`src/rtl/async_fifo_pkg.sv`:
```
// Shared constants and pointer-code helpers for the async FIFO write/read controllers.
package async_fifo_pkg;

    localparam int ADDR_WIDTH_DEF = 4;
    localparam int DEPTH_DEF      = 1 << ADDR_WIDTH_DEF;
    localparam int PTR_W_DEF      = ADDR_WIDTH_DEF + 1;

    typedef struct packed {
        logic full;
        logic afull;
        logic ovf;
    } wflags_t;

    function automatic logic [31:0] bin2gray(input logic [31:0] b);
        return b ^ (b >> 1);
    endfunction

    // Each binary bit is the XOR of its Gray bit and every Gray bit above it.
    function automatic logic [31:0] gray2bin(input logic [31:0] g);
        logic [31:0] b;
        b = g;
        for (int s = 1; s < 32; s++) begin
            b = b ^ (g >> s);
        end
        return b;
    endfunction

endpackage

```
`src/rtl/gray2binary.sv`:
```
// Converts a Gray-coded pointer to plain binary.
module gray2binary
    import async_fifo_pkg::*;
#(
    parameter int WIDTH = 5
) (
    input  logic [WIDTH-1:0] gray_i,
    output logic [WIDTH-1:0] bin_o
);

    // Pure conversion, no state.
    always_comb begin
        bin_o = WIDTH'(gray2bin(32'(gray_i)));
    end

endmodule

```
`src/rtl/async_fifo_wptr_ctrl.sv`:
```
// Write-domain pointer controller: binary/Gray write pointer, full/almost-full,
// write-side occupancy and a sticky overflow flag.
module async_fifo_wptr_ctrl
    import async_fifo_pkg::*;
#(
    parameter int ADDR_WIDTH = ADDR_WIDTH_DEF
) (
    input  logic                  wclk,
    input  logic                  wrst_n,
    input  logic [ADDR_WIDTH:0]   wq2_rptr,
    input  logic                  wpush,
    input  logic [ADDR_WIDTH:0]   afull_level,
    input  logic                  woverflow_clr,
    output logic [ADDR_WIDTH:0]   wptr,
    output logic [ADDR_WIDTH-1:0] waddr,
    output logic                  wen,
    output logic                  wfull,
    output logic                  walmost_full,
    output logic [ADDR_WIDTH:0]   wlevel,
    output logic                  woverflow
);

    localparam int PTR_W = ADDR_WIDTH + 1;
    localparam int DEPTH = 1 << ADDR_WIDTH;
    localparam logic [PTR_W-1:0] DEPTH_V = PTR_W'(DEPTH);

    logic [PTR_W-1:0] wbin_q, wbin_d;
    logic [PTR_W-1:0] wgray_q, wgray_d;
    logic [PTR_W-1:0] wlevel_q, wlevel_d;
    logic [PTR_W-1:0] rbin_s;
    wflags_t          flags_q, flags_d;
    logic             acc_s;

    gray2binary #(
        .WIDTH (PTR_W)
    ) u_rptr_g2b (
        .gray_i (wq2_rptr),
        .bin_o  (rbin_s)
    );

    // Next pointer, occupancy and flags; full is judged on the post-push level.
    always_comb begin
        acc_s         = wpush & ~flags_q.full;
        wbin_d        = wbin_q + {{(PTR_W-1){1'b0}}, acc_s};
        wgray_d       = PTR_W'(bin2gray(32'(wbin_d)));
        wlevel_d      = wbin_d - rbin_s;
        flags_d.full  = (wlevel_d == DEPTH_V);
        flags_d.afull = (wlevel_d >= afull_level);
        if (wpush & flags_q.full) begin
            flags_d.ovf = 1'b1;
        end else if (woverflow_clr) begin
            flags_d.ovf = 1'b0;
        end else begin
            flags_d.ovf = flags_q.ovf;
        end
    end

    // State register with synchronous active-low reset.
    always_ff @(posedge wclk) begin
        if (!wrst_n) begin
            wbin_q   <= {PTR_W{1'b0}};
            wgray_q  <= {PTR_W{1'b0}};
            wlevel_q <= {PTR_W{1'b0}};
            flags_q  <= '{full: 1'b0, afull: 1'b0, ovf: 1'b0};
        end else begin
            wbin_q   <= wbin_d;
            wgray_q  <= wgray_d;
            wlevel_q <= wlevel_d;
            flags_q  <= flags_d;
        end
    end

    assign wptr         = wgray_q;
    assign waddr        = wbin_q[ADDR_WIDTH-1:0];
    assign wen          = acc_s & wrst_n;
    assign wfull        = flags_q.full;
    assign walmost_full = flags_q.afull;
    assign wlevel       = wlevel_q;
    assign woverflow    = flags_q.ovf;

endmodule

```
`config.mk`:
```
export PLATFORM = sky130hd
export DESIGN_NAME = async_fifo_wptr_ctrl
export DESIGN_NICKNAME = d
export VERILOG_FILES = /design/src/rtl/async_fifo_pkg.sv /design/src/rtl/gray2binary.sv /design/src/rtl/async_fifo_wptr_ctrl.sv
export SDC_FILE = /design/constraint.sdc
export NUM_CORES = 1
export LEC_CHECK = 0
export BUFFER_PORTS_ARGS = -buffer_cell sky130_fd_sc_hd__buf_2
export CAP_MARGIN = 5
export CORE_ASPECT_RATIO = 1.4
export CORE_MARGIN = 2
export CORE_UTILIZATION = 35
export DETAILED_ROUTE_END_ITERATION = 8
export PLACE_DENSITY = 0.59
export SLEW_MARGIN = 20
export SYNTH_ARGS = -nofsm -noshare
export SYNTH_HDL_FRONTEND = slang
export SYNTH_SLANG_ARGS = --single-unit
```
`constraint.sdc`:
```
create_clock -name wclk -period 3.95 [get_ports wclk]
set_input_delay 0.395 -clock wclk [delete_from_list [all_inputs] [get_ports wclk]]
set_output_delay 0.395 -clock wclk [all_outputs]
set_load 0.01 [all_outputs]
```
==> results of run 1 <==
-- registers in the layout, indices dropped and copies added, names as in the netlist --
name,flops
wptr,4
woverflow,1
walmost_full,1
wfull,1
wlevel,5
wbin_q,5
-- worst register-to-register path, stage by stage, from the launching register on --
cell and delay, ps:
dfxtp_1 330, nor2b_1 190, ha_1 230, xor2_1 380, inv_1 120, fa_1 470, xnor2_1 360, ha_1 300
nor2b_1 120, o21ai_0 140, a21oi_1 80
-- power by group --
part	switching (uW)	leakage, uW	internal [uW]	total (uW)
combinational	106	0.000471	97.3	203
sequential	7.64	0.000139	195	203
clock	49.7	0.0000150	39.2	88.9
total	163	0.000625	332	495
-- cell usage after synthesis (all sizes together) --
cell,n,area [um2]
a21boi,1,7.51
a21o,2,15.0
a21oi,4,20.0
and2,10,62.6
and2b,1,8.76
clkbuf,1,3.75
dfxtp,17,340
fa,1,20.0
ha,11,138
inv,12,45.0
nand2,2,7.51
nand2b,2,12.5
nand3,2,10.0
nand4,1,12.5
nor2,1,3.75
nor2b,6,37.5
nor4b,1,23.8
o21ai,2,10.0
xnor2,7,76.3
xor2,9,101
-- cell families after synthesis --
| group | count (synthesis) |
|---|---|
| and+or+nand+nor | 26 |
| DFF | 17 |
| xor gates and xnor gates | 16 |
| buffers and inverters | 13 |
| adders and majority gates | 12 |
| AOI/OAI and AO/OA | 9 |
-- routing by layer --
| metal | vias up | track usage, % | wire length (um) |
|---|---|---|---|
| met5 | - | 0 | 0 |
| met4 | 0 | 7.09 | 42 |
| met3 | 4 | 1.64 | 60 |
| met2 | 16 | 18.6 | 805 |
| met1 | 314 | 14.9 | 617 |
| li1 | 357 | - | - |
-- final timing paths --
path                       end
setup reg to reg  walmost_full
setup / recovery  walmost_full
hold reg to reg      woverflow
hold / removal       woverflow
-- through the flow --
step	power [uW]	hold slack, ps
6_report	495	368
5_1_grt	550	362
4_1_cts	506	364
3_5_place_dp	416	475
3_3_place_gp	413	465
2_1_floorplan	358	497
-- final cells by class --
cell class,instances,area share [%]
Timing Repair Buffer,31,13.2
Clock buffer,4,2.23
Tap cell,36,3.82
Multi-Input combinational cell,63,48.1
Inverter,12,3.82
Sequential cell,17,28.9
==> metrics.md, run 1 <==
| Metric | Value |
|---|---|
| Routed wire length | 1.53 mm |
| Min Tclk post-route | 2840 ps |
| Kind of start point of the critical path | register |
| Syn nets | 119 |
| Pins Over Slew Limit | 0 |
| Initial Util | 36.6% |
| CTS tree | built |
| Deepest clock path buffer count | 2 |
| Status | complete, no violations |
| Critical Path AT | 3020 ps |
| Root buffer cell | clkbuf_4 |
| Reg-to-reg setup timing slack | 1110 ps |
| Hold path depth | 3 |
| Hold path start | woverflow_clr |
| Post-Place Worst Slack | 872 ps |
| Ys Warns | 0 |
| Slowest CP cell | fa_1 |
| CTS Hold Bufs | 0 |
| Netlist cell types | 22 |
| Die area | 0.00317 mm2 |
| FF/Latch Area | approximately 340 um2 |
| Clk_lat worst skew | 280 ps |
| Nets | 154 |
| Leakage power | 0.000625 uW |
| Gr usage total | 12.0% |
| First-pass GRT wire length | 2.70 mm |
| Maximum fanout along the worst path | 5 |
| Largest family of logic cells by synthesized area | simple AND/OR/NAND/NOR gates |
| Power Density | around 420 mW/mm2 |
| Final setup TNS | 0 ps |
| XOR/XNOR Fraction of Synth Area | 18.6% |
| Slew headroom | 71.5% |
| Area of the multi-input gates | 567 um2 |
| Residual DRC | 0 |
| DP Wirelength | around 1.3 mm |
| Final core utilization | a little under half |
| Total number of vias | around 690 |
| CTS HTree Levels | 1 |
| Final Cycle Share | 71.9% |
| Min setup slack post-route | 1110 ps |
| Syn_area_per_cell | between 10 and 15 um2 |
| Chip height | 65.8 um |
| Placed Area | between 0.001 and 0.0015 mm2 |
| Ant. Diodes | 0 |
| Io pins | 32 |
| Std-Cell Rows | 22 |
| Most frequent cells in the layout | buf_2 (31), dfxtp_1 (17), inv_1 (12) |
| WP buf/inv | 1 |
| Final Cell Area | 0.00118 mm2 |
| Setup bufs post-CTS | 0 |
| Crit. End Element | register |
| Post-Synthesis Cells | between 90 and 100 |
| Crit path depth | 10 |
| Multiplexer share of the synthesized area | 0% |
| RSZ-0062 raised after global routing | false |
| Required @ worst endpoint | 4130 ps |
| VDD IR-drop max | approximately 0.17 mV |
| Final Skew | 0.808 ps |
| Final-report setup violation count | 0 |
| Fmax | between 0.3 and 0.4 GHz |
| Seq cells post-synth | 17 |
| DP Cell Count | 159 |
| Final std cells w/o fill | 163 |
| Hold Vio Cnt, Final | 0 |
| Die width | between 40 and 50 um |
| Reg clk slew, reported paths | 90 ps |
| Fill cells | 273 |
| Hold crit path type | input port to register |
| Simple-gate share of the synthesized area | 18.7% |
| Share of layout cells above drive strength 1 | between 30% and 40% |
| Synth Area in Adders | 16.5% |
| Max cap viols | 0 |
| Clock Sinks | 17 |
| Cts bufs inserted | 3 |
| R2r worst-path depth | 10 |
| Crit path cell chain | nor2b_1 -> ha_1 -> xor2_1 -> inv_1 -> fa_1 -> xnor2_1 -> ha_1 -> nor2b_1 -> o21ai_0 -> a21oi_1 |
| Worst Tran Pin Value | 426 ps |
| Worst setup path category | register to register |
| WL/cell | 9.36 um |
| Vias per cell | 4.24 |
| Cell area after synthesis | 956 um2 |
| Proportion of synthesized chip area in sequential cells | approximately 36% |
| CP delay by family, top | adder cells |
| Congestion Overflow GR | 0 |
| Area growth syn-to-layout | 23.3% |
| Antenna-violating nets left | 0 |
| Initial antenna violation count | 0 |
| Crit Reg-Reg Startpoint | wfull |
| Most common cell after layout, fill and taps aside | buf_2 |
| Largest net degree at the start of global routing | 19 |
| Synth Area in Compound Gates | 5.50% |
| Vias in the first global route | 656 |
| Post-CTS Resized | 0 |
| Area of the core | 0.00262 mm2 |
| Routability congestion estimate from global placement | 0.714 |
| PortBufs | 31 |
| Max incr delay on CP | 470 ps |
| First-pass DRT Iterations | 2 |
| DR iter-0 viols | 2 |
| Worst Setup SP | wfull |
No activity file was read; power rests on OpenSTA's default activity.
==> run 2, diff against run 1 <==
- PLACE_DENSITY: 0.59 -> 0.61
- clock period: 3.95 -> 2.6 ns (I/O delays scaled with it)
==> metrics.md, run 2 (synthesized netlist as in run 1, its figures left out) <==
| Metric | Value |
|---|---|
| PortBufs | 31 |
| Nets | 168 |
| Slew headroom | ~84% |
| Hold Vio Cnt, Final | 0 |
| Ant. Diodes | 0 |
| Cts bufs inserted | 3 |
| Combinational power share | between 40 and 50% |
| Share of layout cells above drive strength 1 | 46.1% |
| Chip height | 65.8 um |
| Most frequent cells in the layout | buf_2 (31), dfxtp_1 (17), buf_4 (14) |
| Initial Util | 36.6% |
| Total number of vias | about 740 |
| First-pass GRT wire length | 2.95 mm |
| Min Tclk post-route | 2420 ps |
| Leakage power | 0.000694 uW |
| Maximum fanout along the worst path | 3 |
| WL/cell | 9.89 um |
| Residual DRC | 0 |
| Antenna-violating nets left | 0 |
| Status | complete, no violations |
| Fill cells | 260 |
| DR iter-0 viols | 5 |
| Hold crit path type | input port to register |
| CP delay by family, top | adder cells |
| Root buffer cell | clkbuf_4 |
| VDD IR-drop max | 0.245 mV |
| Max cap viols | 0 |
| Pins Over Slew Limit | 0 |
| Area of the multi-input gates | 606 um2 |
| Clk_lat worst skew | 280 ps |
| Reg clk slew, reported paths | 90 ps |
| Slowest CP cell | dfxtp_1 |
| Io pins | 32 |
| Final Skew | 4.01 ps |
| Worst setup path category | register to register |
| RSZ-0062 raised after global routing | false |
| Gr usage total | 13.1% |
| FF/Latch Area | 340 um2 |
| Final std cells w/o fill | 177 |
| Total Power | 842 uW |
| Crit. End Element | register |
| CTS tree | built |
| Final hold slack | 234 ps |
| Largest net degree at the start of global routing | 19 |
| Max incr delay on CP | 350 ps |
| Kind of start point of the critical path | register |
| Vias in the first global route | between 700 and 800 |
| WP buf/inv | 2 |
| Power Density | 637 mW/mm2 |
| Die width | 48.2 um |
| Routability congestion estimate from global placement | 0.727 |
| Clock Sinks | 17 |
| Switching Share | 32.3% |
| Final Cycle Share | between 90% and 100% |
| Routed wire length | 1.75 mm |
| Clock power frac | 16.1% |
| CTS HTree Levels | 1 |
| Final Cell Area | 0.00132 mm2 |
| Required @ worst endpoint | approximately 2800 ps |
| Most frequent CP cell | ha_1 |
| Most common cell after layout, fill and taps aside | buf_2 |
| Die area | 0.00317 mm2 |
| Std-Cell Rows | 22 |
| Crit path cell chain | nor2b_2 -> ha_2 -> nand2_1 -> xor2_1 -> inv_1 -> ha_1 -> buf_4 -> xnor2_2 -> ha_1 -> nor2b_1 -> o21ai_0 -> a21oi_1 |
| Deepest clock path buffer count | 2 |
| Area growth syn-to-layout | 38.4% |
| DP Wirelength | 1.44 mm |
| DP Cell Count | 170 |
| Worst Tran Pin Value | 247 ps |
| Psw | 272 uW |
| Seq pwr share | 36.8% |
| First-pass DRT Iterations | 2 |
| Final-report setup violation count | 0 |
| Fmax | 0.413 GHz |
| Congestion Overflow GR | 0 |
| Int Power | around 570 uW |
| Area of the core | 0.00262 mm2 |
| Initial antenna violation count | 0 |
| Vias per cell | about 4.2 |
| Critical Path AT | 2600 ps |
| Placed Area | 0.00124 mm2 |
[run 2: power by group through the flow]
stage | sequential [uW] | combinational, uW | clock [uW]
floorplan | 336 | 210 | 0
global placement | 315 | 371 | 0
detailed placement | 316 | 377 | 0
CTS | 310 | 378 | 142
global route | 315 | 453 | 159
finish | 310 | 396 | 136
[run 2: layout make-up]
type,instances,area share [%]
Multi-Input combinational cell,63,45.8
Sequential cell,17,25.7
Timing Repair Buffer,45,19.7
Inverter,12,3.41
Tap cell,36,3.41
Clock buffer,4,1.99
[run 2: timing repair]
item	in CTS	in global routing
endpoints found under the setup margin	1	1
pin swaps	1	6
hold buffers	0	0
buffers inserted	1	2
resized for setup	1	8
[run 2: through the flow]
step	setup slack (ps)	TNS [ps]	utilization, %
floorplan	43.6	0	-
CTS	13.1	0	49.1
global route	15.7	0	50.6
detailed placement	-196	-206	47.5
finish	179	0	50.6
global placement	-96.6	-96.6	47.5
[run 2: routing by layer]
metal  global-route usage, %  share of wire (%)  vias to the layer above
li1                        -                  -                      383
met1                    13.7                 41                      326
met2                    22.5                 51                       24
met3                    2.73                4.8                        4
met4                    7.09                2.7                        0
met5                       0                  0                        -
[run 2: path summary, 6_finish.rpt]
check	to	from	cells past startpoint	slack [ps]
max	walmost_full	wfull	12	180
min	woverflow	wpush	3	230
max reg2reg	walmost_full	wfull	12	180
min reg2reg	woverflow	woverflow	2	480
[run 2: worst min-delay path, delay by kind of cell]
| kind | cells | cell delay [ps] |
|---|---|---|
| AO/OA/AOI/OAI | 1 | 70 |
| AND/OR/NAND/NOR | 1 | 50 |
| buffers and inverters | 1 | 100 |
==> run 3, diff against run 2 <==
- CORE_ASPECT_RATIO: 1.4 -> 1.5
- PLACE_DENSITY: 0.61 -> 0.59
- clock period: 2.6 -> 2.4 ns (I/O delays scaled with it)
==> metrics.md, run 3 (synthesized netlist as in run 1, its figures left out) <==
| Metric | Value |
|---|---|
| Status | complete, no violations |
| VDD IR-drop max | 0.390 mV |
| Initial Util | 36.1% |
| Max incr delay on CP | 340 ps |
| CTS tree | built |
| Leakage power | 0.000723 uW |
| Power Density | 723 mW/mm2 |
| Vias per cell | 4.24 |
| Total number of vias | between 700 and 800 |
| Slew headroom | 84.3% |
| Kind of start point of the critical path | register |
| PortBufs | 31 |
| Hold path depth | 3 |
| Vias in the first global route | 729 |
| DP Wirelength | 1.53 mm |
| CTS Hold Bufs | 0 |
| Gr usage total | around 14% |
| Required @ worst endpoint | 2540 ps |
| Worst setup path category | register to register |
| First-pass DRT Iterations | 4 |
| Slowest CP cell | dfxtp_2 |
| Initial antenna violation count | 0 |
| Crit. End Element | register |
| WL/cell | 10.3 um |
| Final-report setup violation count | 0 |
| Total Power | 1030 uW |
| WP buf/inv | 1 |
| Min Tclk post-route | 2360 ps |
| Final setup TNS | 0 ps |
| Ant. Diodes | 0 |
| Fill cells | approximately 270 |
| Chip height | just under 70 um |
| Max cap viols | 0 |
| CP delay by family, top | adder cells |
| Largest net degree at the start of global routing | 19 |
| FF/Latch Area | 342 um2 |
| Most frequent CP cell | ha_4 |
| Pins Over Slew Limit | 0 |
| Routed wire length | 1.85 mm |
| Final core utilization | 54.0% |
| Congestion Overflow GR | 0 |
| Clock Sinks | 17 |
| Deepest clock path buffer count | 2 |
| Die area | 0.00317 mm2 |
| Hold crit path type | input port to register |
| Maximum fanout along the worst path | 3 |
| Most common cell after layout, fill and taps aside | buf_2 |
| Crit path cell chain | nor2b_4 -> ha_4 -> nand2_1 -> xor2_2 -> inv_1 -> ha_4 -> a21o_1 -> a21oi_2 -> xnor2_2 -> ha_1 -> o21ai_1 -> a21oi_1 |
| Hold Vio Cnt, Final | 0 |
| Routability congestion estimate from global placement | a little over 0.8 |
| Most frequent cells in the layout | buf_2 (30), buf_4 (16), dfxtp_1 (16) |
| Antenna-violating nets left | 0 |
| Crit path depth | 12 |
| Die width | 46.7 um |
| Io pins | 32 |
| Share of layout cells above drive strength 1 | around half |
| Root buffer cell | clkbuf_8 |
| Residual DRC | 0 |
| Nets | 170 |
| Fmax | 0.424 GHz |
| Final Cycle Share | 98.3% |
| Critical Path AT | 2500 ps |
| Area of the multi-input gates | 669 um2 |
| Area of the core | between 0.002 and 0.003 mm2 |
| Final hold slack | 250 ps |
| Final Skew | 3.93 ps |
| Cts bufs inserted | 3 |
| RSZ-0062 raised after global routing | true |
| Std-Cell Rows | 23 |
| Area growth syn-to-layout | 49.6% |
| First-pass GRT wire length | 2.95 mm |
| CTS HTree Levels | 1 |
| Worst Tran Pin Value | between 200 and 250 ps |
| DR iter-0 viols | 2 |
| R2r worst-path depth | 12 |
| Reg clk slew, reported paths | 60 ps |
| Clk_lat worst skew | 250 ps |
[run 3: changes by cell type in the layout (fill, tap and decap cells not counted), moves of 2 or more]
cell      before  now
clkbuf_4       3    0
clkbuf_8       0    3
ha_4           0    3
inv_1         12    9
inv_2          0    3
buf_4         14   16
ha_2           3    1
xnor2_2        3    1
xnor2_4        0    2
[run 3: final timing paths]
kind | startpoint | to | slack [ps]
worst max-delay path | wfull | walmost_full | 40
worst max register to register | wfull | walmost_full | 40
worst min register to register | woverflow | woverflow | 480
worst min-delay path | woverflow_clr | woverflow | 250
[run 3: area by class of cell]
type | count | share of cell area (%)
inverters | 12 | 3.15
well taps | 37 | 3.24
clock inverters | 1 | 0.350
repair buffers | 47 | 19.7
flip-flops and latches | 17 | 23.9
multi-input cells | 63 | 46.8
clock buffers | 3 | 2.89
[run 3: worst reg2reg max path, delay by kind of cell (launching register included)]
family                   cells  cell delay (ps)
AND/OR/NAND/NOR              2              280
flip-flops                   1              340
XOR/XNOR                     2              330
AO/OA/AOI/OAI                4              520
buffers and inverters        1              100
adder cells (fa/ha/maj)      3              680
[run 3: stage by stage]
step / instances / worst slack, ps / instance area (um2)
floorplan: 93 / -3.40 / 1000
global placement: 174 / -201 / 1300
detailed placement: 174 / -246 / 1300
CTS: 178 / 0.972 / 1370
global route: 180 / -77.0 / 1430
finish: 180 / 40.8 / 1430
[run 3: per-layer routing]
layer | global-route usage [%] | up-vias | wire length (um)
met5 | 0 | - | 0
met1 | 13.1 | 350 | 681
li1 | - | 388 | -
met2 | 24.1 | 21 | 1040
met4 | 11.5 | 0 | 62
met3 | 1.85 | 4 | 69
[run 3: report_power, final]
part           total (uW)  internal [uW]  switching [uW]
Sequential            338            322            15.6
Clock                 210            115            94.8
Combinational         487            267             220
[run 3: what timing repair did]
action,in CTS,in global routing
cloned,0,0
pin swaps,2,13
setup buffers,0,3
endpoints found under the setup margin,1,2
resized for setup,4,10
